`src/rtl/pwm_multi.sv`:
```
// N-channel PWM with shared prescaler/period counter, double-buffered duty and edge/center modes.
// Optional dead-time complementary outputs are enabled by defining PWM_DEADTIME_EN.
module pwm_multi #(
  parameter int unsigned R      = 8,
  parameter int unsigned N      = 2,
  parameter int unsigned DVSR_W = 32
`ifdef PWM_DEADTIME_EN
  ,
  parameter int unsigned DT_W   = 8
`endif
) (
  input  logic                clk,
  input  logic                reset_n,
  input  logic                en,
  input  logic                mode,
  input  logic [DVSR_W-1:0]   dvsr,
  input  logic [N*(R+1)-1:0]  duty,
  input  logic                load,
`ifdef PWM_DEADTIME_EN
  input  logic [DT_W-1:0]     dead_time,
  output logic [N-1:0]        pwm_out_n,
`endif
  output logic [N-1:0]        pwm_out,
  output logic                period_tick,
  output logic                busy_pending
);

  localparam int unsigned DW = R + 1;
  localparam logic [R-1:0] M = {R{1'b1}};

  logic [DVSR_W-1:0] r_q;
  logic [R-1:0]      r_d;
  logic              r_dir;
  logic              r_mode;
  logic [N*DW-1:0]   r_pend;
  logic [N*DW-1:0]   r_act;
  logic              r_flag;
  logic              r_ptick;
  logic [N-1:0]      r_pwm;

  logic              w_tick;
  logic              w_boundary;
  logic [R-1:0]      w_d_nxt;
  logic              w_dir_nxt;
  logic [N-1:0]      w_raw;

  // Next counter value and direction; r_dir=1 means counting down.
  always_comb begin
    w_tick    = en && (r_q == dvsr);
    w_d_nxt   = r_d;
    w_dir_nxt = r_dir;
    if (!r_mode) begin
      w_d_nxt   = (r_d == M) ? '0 : r_d + R'(1);
      w_dir_nxt = 1'b0;
    end else if (!r_dir) begin
      if (r_d == M) begin
        w_d_nxt   = r_d - R'(1);
        w_dir_nxt = 1'b1;
      end else begin
        w_d_nxt   = r_d + R'(1);
      end
    end else begin
      if (r_d <= R'(1)) begin
        w_d_nxt   = '0;
        w_dir_nxt = 1'b0;
      end else begin
        w_d_nxt   = r_d - R'(1);
      end
    end
    w_boundary = w_tick && (w_d_nxt == '0);
  end

  // Raw per-channel compare at R+1 bits so duty >= 2^R saturates high.
  always_comb begin
    w_raw = '0;
    for (int i = 0; i < N; i++) begin
      w_raw[i] = en && ({1'b0, r_d} < r_act[i*DW +: DW]);
    end
  end

  always_ff @(posedge clk or negedge reset_n) begin
    if (!reset_n) begin
      r_q     <= '0;
      r_d     <= '0;
      r_dir   <= 1'b0;
      r_mode  <= 1'b0;
      r_pend  <= '0;
      r_act   <= '0;
      r_flag  <= 1'b0;
      r_ptick <= 1'b0;
    end else begin
      if (en) begin
        r_q <= (r_q >= dvsr) ? '0 : r_q + DVSR_W'(1);
      end
      if (w_tick) begin
        r_d   <= w_d_nxt;
        r_dir <= w_dir_nxt;
      end
      if (w_boundary) begin
        r_mode <= mode;
      end
      r_ptick <= w_boundary;
      // A load coinciding with the boundary lands in pending and waits a full period.
      if (w_boundary && r_flag) begin
        r_act <= r_pend;
      end
      if (load) begin
        r_pend <= duty;
        r_flag <= 1'b1;
      end else if (w_boundary) begin
        r_flag <= 1'b0;
      end
    end
  end

`ifdef PWM_DEADTIME_EN
  logic [N-1:0]    r_prev;
  logic [N-1:0]    r_pwm_n;
  logic [DT_W-1:0] r_cnt     [N];
  logic [DT_W-1:0] w_cnt_nxt [N];

  // Any raw edge restarts the dead-time window; both legs stay low until it expires.
  always_comb begin
    for (int i = 0; i < N; i++) begin
      w_cnt_nxt[i] = '0;
      if (w_raw[i] != r_prev[i]) begin
        w_cnt_nxt[i] = dead_time;
      end else if (r_cnt[i] != '0) begin
        w_cnt_nxt[i] = r_cnt[i] - DT_W'(1);
      end
    end
  end

  always_ff @(posedge clk or negedge reset_n) begin
    if (!reset_n) begin
      r_prev  <= '0;
      r_pwm   <= '0;
      r_pwm_n <= '0;
      for (int i = 0; i < N; i++) begin
        r_cnt[i] <= '0;
      end
    end else begin
      r_prev <= w_raw;
      for (int i = 0; i < N; i++) begin
        r_cnt[i]   <= w_cnt_nxt[i];
        r_pwm[i]   <= (w_cnt_nxt[i] == '0) && w_raw[i];
        r_pwm_n[i] <= (w_cnt_nxt[i] == '0) && en && !w_raw[i];
      end
    end
  end

  assign pwm_out_n = r_pwm_n;
`else
  always_ff @(posedge clk or negedge reset_n) begin
    if (!reset_n) begin
      r_pwm <= '0;
    end else begin
      r_pwm <= w_raw;
    end
  end
`endif

  assign pwm_out      = r_pwm;
  assign period_tick  = r_ptick;
  assign busy_pending = r_flag;

endmodule

```
`config.mk`:
```
export PLATFORM = sky130hd
export DESIGN_NAME = pwm_multi
export DESIGN_NICKNAME = d
export VERILOG_FILES = /design/src/rtl/pwm_multi.sv
export SDC_FILE = /design/constraint.sdc
export NUM_CORES = 1
export LEC_CHECK = 0
export CORE_MARGIN = 8
export CORE_UTILIZATION = 55
export DETAILED_ROUTE_END_ITERATION = 6
export DONT_BUFFER_PORTS = 1
export PLACE_DENSITY = 0.7
export SKIP_LAST_GASP = 1
export SLEW_MARGIN = 40
export SYNTH_ARGS = -nofsm -noshare
export SYNTH_HDL_FRONTEND = slang
export SYNTH_SLANG_ARGS = --single-unit
```
`constraint.sdc`:
```
create_clock -name clk -period 5.1 [get_ports clk]
set_clock_uncertainty 0.2 [all_clocks]
set_input_delay 1.02 -clock clk [delete_from_list [all_inputs] [get_ports clk]]
set_output_delay 1.02 -clock clk [all_outputs]
set_load 0.02 [all_outputs]
```
======== Yosys cells after proc, flatten, opt, wreduce, memory -nomap -nowiden ========
Cells that the tools add are included.
word-level totals
  output and inout port bits .............. 4
  bits of input ports ..................... 55
  logic and storage cells ................. 37
  register bits ........................... 82
operators by class
  $add $sub $neg .......................... 3
  multiplexer cells ....................... 12
  reduce and logical (&&, ||, !) cells .... 7
  order comparisons ....................... 4
  equal/unequal tests ..................... 2
operators with widths
  kind                                                 count
  2-to-1 mux 8 bit                                     5
  adder 32 x 1 -> 32 bit, second input constant        1
  == test 32 bit                                       1
  >= comparator 32 bit                                 1
  2-to-1 mux 32 bit                                    1
  less-than comparator 8 x 9 -> 1 bit                  2
  adder 8 x 1 -> 8 bit, second input constant          1
  == test 8 bit, second input constant                 1
  <= comparator 8 x 1 -> 1 bit, second input constant  1
  zero test 8 bit                                      1
  subtractor 8 x 1 -> 8 bit, second input constant     1
  2-to-1 mux 1 bit                                     6
  logical AND 1 bit                                    5
  nonzero test 2 bit                                   1

======== Longest topological paths before layout ========
  depth after elaboration ................. 8
  mapped depth ............................ 12
  depth with buffers taken out ............ 9

======== Worst setup path before layout ========
No wires, ideal clock.
  path kind ............................... input -> register
  start ................................... input port dvsr[2]
  end ..................................... register r_q[21]
  stages .................................. 11
  path buffers ............................ 2
  arrival time ............................ 3.179 ns
  path slack .............................. 1.648 ns
  path through ............................ inv_1 -> ha_1 -> and4_1 -> nor2_1 -> o21ai_0 -> a221o_1 -> a2111oi_2 -> nor2b_1 -> clkbuf_1 -> clkbuf_1 -> nor2_1
on the way
  word-level cells in the longest chain between the ends .. 2
RTL lines
  what                  RTL line  text
  start, declared       16        input logic [DVSR_W-1:0] dvsr,
  >= comparator 32 bit  93        r_q <= (r_q >= dvsr) ? '0 : r_q + DVSR_W'(1);
  2-to-1 mux 32 bit     93
  end signal, assigned  93
  end, declared         31        logic [DVSR_W-1:0] r_q;
No other way between the ends.
A chain may end at the register's enable or synchronous reset.

======== Worst setup path after layout ========
  start ................................... register r_d[0]
  end ..................................... register r_act[3]
on the way
  word-level cells in the longest chain between the ends .. 7
  elaborated cells on any way between the ends .. 12
RTL lines
  what                                          RTL line  text
  start, declared                               32        logic [R-1:0] r_d;
  start signal, assigned                        96        r_d <= w_d_nxt;
  adder 8 x 1 -> 8 bit (tied with other cells)  53, 60
  2-to-1 mux 8 bit (on tied branches)           56, 63
  2-to-1 mux 8 bit                              55        end else if (!r_dir) begin
  2-to-1 mux 8 bit *                            52        if (!r_mode) begin
  zero test 8 bit *                             70        w_boundary = w_tick && (w_d_nxt == '0);
  logical AND 1 bit *                           70
  logical AND 1 bit *                           104       if (w_boundary && r_flag) begin
  end signal, assigned                          105       r_act <= r_pend;
  end, declared                                 36        logic [N*DW-1:0] r_act;
Mark *: on every way between the ends. The rest lies on a longest branch, timed or not.

==> qor.txt <==
CLOCKING
---------------------------------------------------------------------------
CTS tree                                                              built
Latest clock arrival within the worst-skew pair                     0.37 ns
Deepest level of the CTS H-tree                                           3
Number of buffers inserted during clock tree synthesis                    9
Clk root buf                                                   sky130_fd_sc_hd__clkbuf_8
Clock transition at the registers of the reported paths             0.10 ns
Number of sinks on the clock net                                         82
Number of instances resized during post-cts repair                        0
Worst-case clock buffer depth                                             2
Post-CTS Hold Buffers                                                     0
Total setup buffers inserted after CTS                                    0

SYNTH
---------------------------------------------------------------------------
Flip-flop and latch count after synthesis                                82
Top_reg_cell synth                                             sky130_fd_sc_hd__dfrtp_1
Unique masters post-synth                                                58
Post-synth design cell area                                    0.00529 sq mm
Total number of yosys warnings                                            0
Async set-reset flop share out of synthesis                            100%
Count of flip-flops with a built-in enable after synthesis                0
Synth Instances                                                         554
Syn nets                                                                659
Mean instance size in the synthesized netlist                    9.56 sq um
Sequential cell area fraction in the yosys report                     38.8%

GRT
---------------------------------------------------------------------------
Combined global-route utilization of all metal layers                 18.4%
Antenna violations before repair                                          0
Total congestion overflow                                                 0
Maximum number of pins on one net before global-route repair             83
Wire length of the first global-routing pass                        19.2 mm
Vias in the first global route                                         4009

STA
---------------------------------------------------------------------------
Number of max-slew violations in the final report                         0
Tmin final                                                          3.48 ns
Unrepaired setup endpoints after global routing                          no
Slew HR                                                               54.2%
Least-Margin Pin Slew                                              0.686 ns
Fmax                                                              0.287 GHz
Number of failing hold endpoints at the final stage                       0
Final Setup Violations                                                    0
Ratio of final minimum period to clock period                         68.3%
Total Negative Setup Slacks                                            0 ns

FINISH
---------------------------------------------------------------------------
Filler Cell Count                                                       879
Synth-to-Final Area Change                                            5.34%
Highest-count cells in the layout ignoring fill and taps       sky130_fd_sc_hd__dfrtp_1 (82), sky130_fd_sc_hd__nor2_1 (64), sky130_fd_sc_hd__inv_1 (60)
Fin area                                                       0.00558 sq mm
Leading cell type in the layout, fill and taps excluded        sky130_fd_sc_hd__dfrtp_1
Layout cell share with drive strength beyond 1                        12.5%
Finished Core Util                                                    58.4%
Sequential cell area                                           0.00205 sq mm
Antenna cells                                                             0
Footprint of the multi-input gates                             0.00289 sq mm
Layout Nets                                                             650

FLOORPLAN
---------------------------------------------------------------------------
Effective utilization at floorplan                                    55.4%
Number of I/O pins                                                       59
Area inside the core boundary                                  0.00955 sq mm
Total Die Area                                                 0.0130 sq mm
Core Rows                                                                36
Die Y-Extent                                                    114 microns
Die span in x                                                   114 microns

CRITICAL PATH
---------------------------------------------------------------------------
Data required time of the worst path                                5.15 ns
Worst flop-to-flop path startpoint                                   r_d[0]
Crit start category                                               flip-flop
Classification of the worst setup path                              reg2reg
Crit-path max FO                                                         18
Worst setup slack for register-to-register paths                    1.62 ns
Cell count of the worst reg-to-reg path                                   9
Crit Reg-Reg Endpoint                                              r_act[3]
First element of the critical path                                   r_d[0]
Critical Path AT                                                    3.53 ns
Endpoint kind of the worst setup timing path                      flip-flop

PLACE
---------------------------------------------------------------------------
PortBufs                                                                  0
Placed instance area                                           0.00534 sq mm
Placed wire-length estimate after detailed placement                8.18 mm
Gp weighted congestion                                                0.875

HOLD PATH
---------------------------------------------------------------------------
Min-delay worst type                                               in2async

PWR
---------------------------------------------------------------------------
Worst IR Drop VDD                                                  0.170 mV
Cell Pwr Density                                                251 mW/mm^2
Static leakage                                                      2.67 nW

DRT
---------------------------------------------------------------------------
Number of DRC violations after detailed-routing iteration 0             163
DRC violation count after routing                                         0
Detail-routed via count per cell                                       5.73
Detailed-route wire length per cell                            16.1 microns
Via count                                                              3911
DRT antenna net count                                                     0
Total length of routed wires                                        11.0 mm
Drt first pass iters                                                      4

OUTCOME
---------------------------------------------------------------------------
Result of the run                                              finished, final reports clean

JOB
---------------------------------------------------------------------------
Number of max-cap violations                                              0

[kinds of logic after synthesis]
| kind of cell | Yosys count | share of synthesized area, % |
|---|---|---|
| DFF | 82 | 38.8 |
| muxes | 41 | 9.38 |
| and+or+nand+nor | 178 | 17.0 |
| AOI/OAI and AO/OA | 93 | 11.7 |
| xor gates and xnor gates | 28 | 4.63 |
| adders and majority gates | 50 | 11.8 |
| buffers and inverters | 82 | 6.76 |
[layer usage]
layer / wire length, microns / GRT usage, % / vias to the layer above
met4: 155 / 6.30 / 0
met3: 485 / 4.48 / 15
met1: 5270 / 24.4 / 1910
met5: 0 / 0 / -
met2: 5060 / 28.7 / 77
li1: - / - / 1909
[where the power goes]
group / switching, mW / leakage [nW] / internal [mW]
clock network: 0.244 / 0.112 / 0.290
registers: 0.0405 / 1.08 / 0.686
logic: 0.0708 / 1.48 / 0.0692
[sequential cells by signal, summed over array words and instances (netlist names)]
signal,count
busy_pending,1
r_mode,1
period_tick,1
pwm_out,2
r_act,18
r_dir,1
r_q,32
r_d,8
r_pend,18
[critical path, stage by stage, from the launching register on]
cell and delay [ns]:
sky130_fd_sc_hd__dfrtp_1 0.53, sky130_fd_sc_hd__inv_1 0.21, sky130_fd_sc_hd__ha_1 0.41, sky130_fd_sc_hd__nor4b_1 0.52, sky130_fd_sc_hd__nor2b_1 0.20, sky130_fd_sc_hd__o311a_1 0.22
sky130_fd_sc_hd__o2111ai_1 0.19, sky130_fd_sc_hd__nor4_4 0.17, sky130_fd_sc_hd__buf_4 0.34, sky130_fd_sc_hd__mux2_2 0.38
[worst max path at each step]
| stage | to | slack [ns] |
|---|---|---|
| finish | r_act[3] | 1.62 |
| global route | r_act[0] | 1.37 |
| CTS | r_act[17] | 1.63 |
| detailed placement | r_act[17] | 1.39 |
| global placement | r_act[0] | 1.49 |
| floorplan | r_q[21] | 1.65 |
[synth_stat cells, types with 2 or more instances]
cell type	instances	share of area, %
sky130_fd_sc_hd__dfrtp_1	82	39
sky130_fd_sc_hd__nor2_1	64	4.5
sky130_fd_sc_hd__inv_1	60	4.3
sky130_fd_sc_hd__ha_1	50	12
sky130_fd_sc_hd__o21ai_0	35	3.3
sky130_fd_sc_hd__mux2_2	29	6.2
sky130_fd_sc_hd__nand3_1	28	2.6
sky130_fd_sc_hd__nand2_1	27	1.9
sky130_fd_sc_hd__xor2_1	16	2.6
sky130_fd_sc_hd__a21oi_1	15	1.4
sky130_fd_sc_hd__nand4_1	12	1.4
sky130_fd_sc_hd__xnor2_1	12	2.0
sky130_fd_sc_hd__and3_1	10	1.2
sky130_fd_sc_hd__mux2_4	10	2.8
sky130_fd_sc_hd__clkbuf_1	8	0.57
sky130_fd_sc_hd__nor3_1	8	0.76
sky130_fd_sc_hd__a21boi_0	6	0.85
sky130_fd_sc_hd__buf_2	6	0.57
sky130_fd_sc_hd__a21o_1	5	0.71
sky130_fd_sc_hd__nor2b_1	5	0.59
sky130_fd_sc_hd__and4_1	4	0.66
sky130_fd_sc_hd__nor4_1	4	0.47
sky130_fd_sc_hd__o211ai_1	4	0.57
sky130_fd_sc_hd__o31ai_1	4	0.57
sky130_fd_sc_hd__a31oi_1	3	0.35
sky130_fd_sc_hd__buf_6	3	0.64
sky130_fd_sc_hd__nor2_2	3	0.35
sky130_fd_sc_hd__o21a_1	3	0.43
sky130_fd_sc_hd__o22ai_1	3	0.35
sky130_fd_sc_hd__a211oi_1	2	0.28
sky130_fd_sc_hd__a22oi_1	2	0.28
sky130_fd_sc_hd__buf_4	2	0.28
sky130_fd_sc_hd__mux2i_1	2	0.38
sky130_fd_sc_hd__nor4b_1	2	0.33
sky130_fd_sc_hd__o2111ai_1	2	0.33
[per-stage QoR]
stage	setup slack, ns	power, mW	instances	hold WS (ns)
3_5_place_dp	1.39	0.879	667	0.292
6_report	1.62	1.40	683	0.143
4_1_cts	1.63	1.42	683	0.116
2_1_floorplan	1.65	0.844	554	0.274
5_1_grt	1.37	1.47	683	0.116
3_3_place_gp	1.49	0.869	667	0.288
[area by class of cell]
type | instances | area share, %
well taps | 133 | 2.98
flip-flops and latches | 82 | 36.8
inverters | 60 | 4.04
multi-input cells | 390 | 51.8
clock inverters | 6 | 1.62
clock buffers | 10 | 2.47
repair buffers | 2 | 0.269
(Power assumes the default switching activity.)
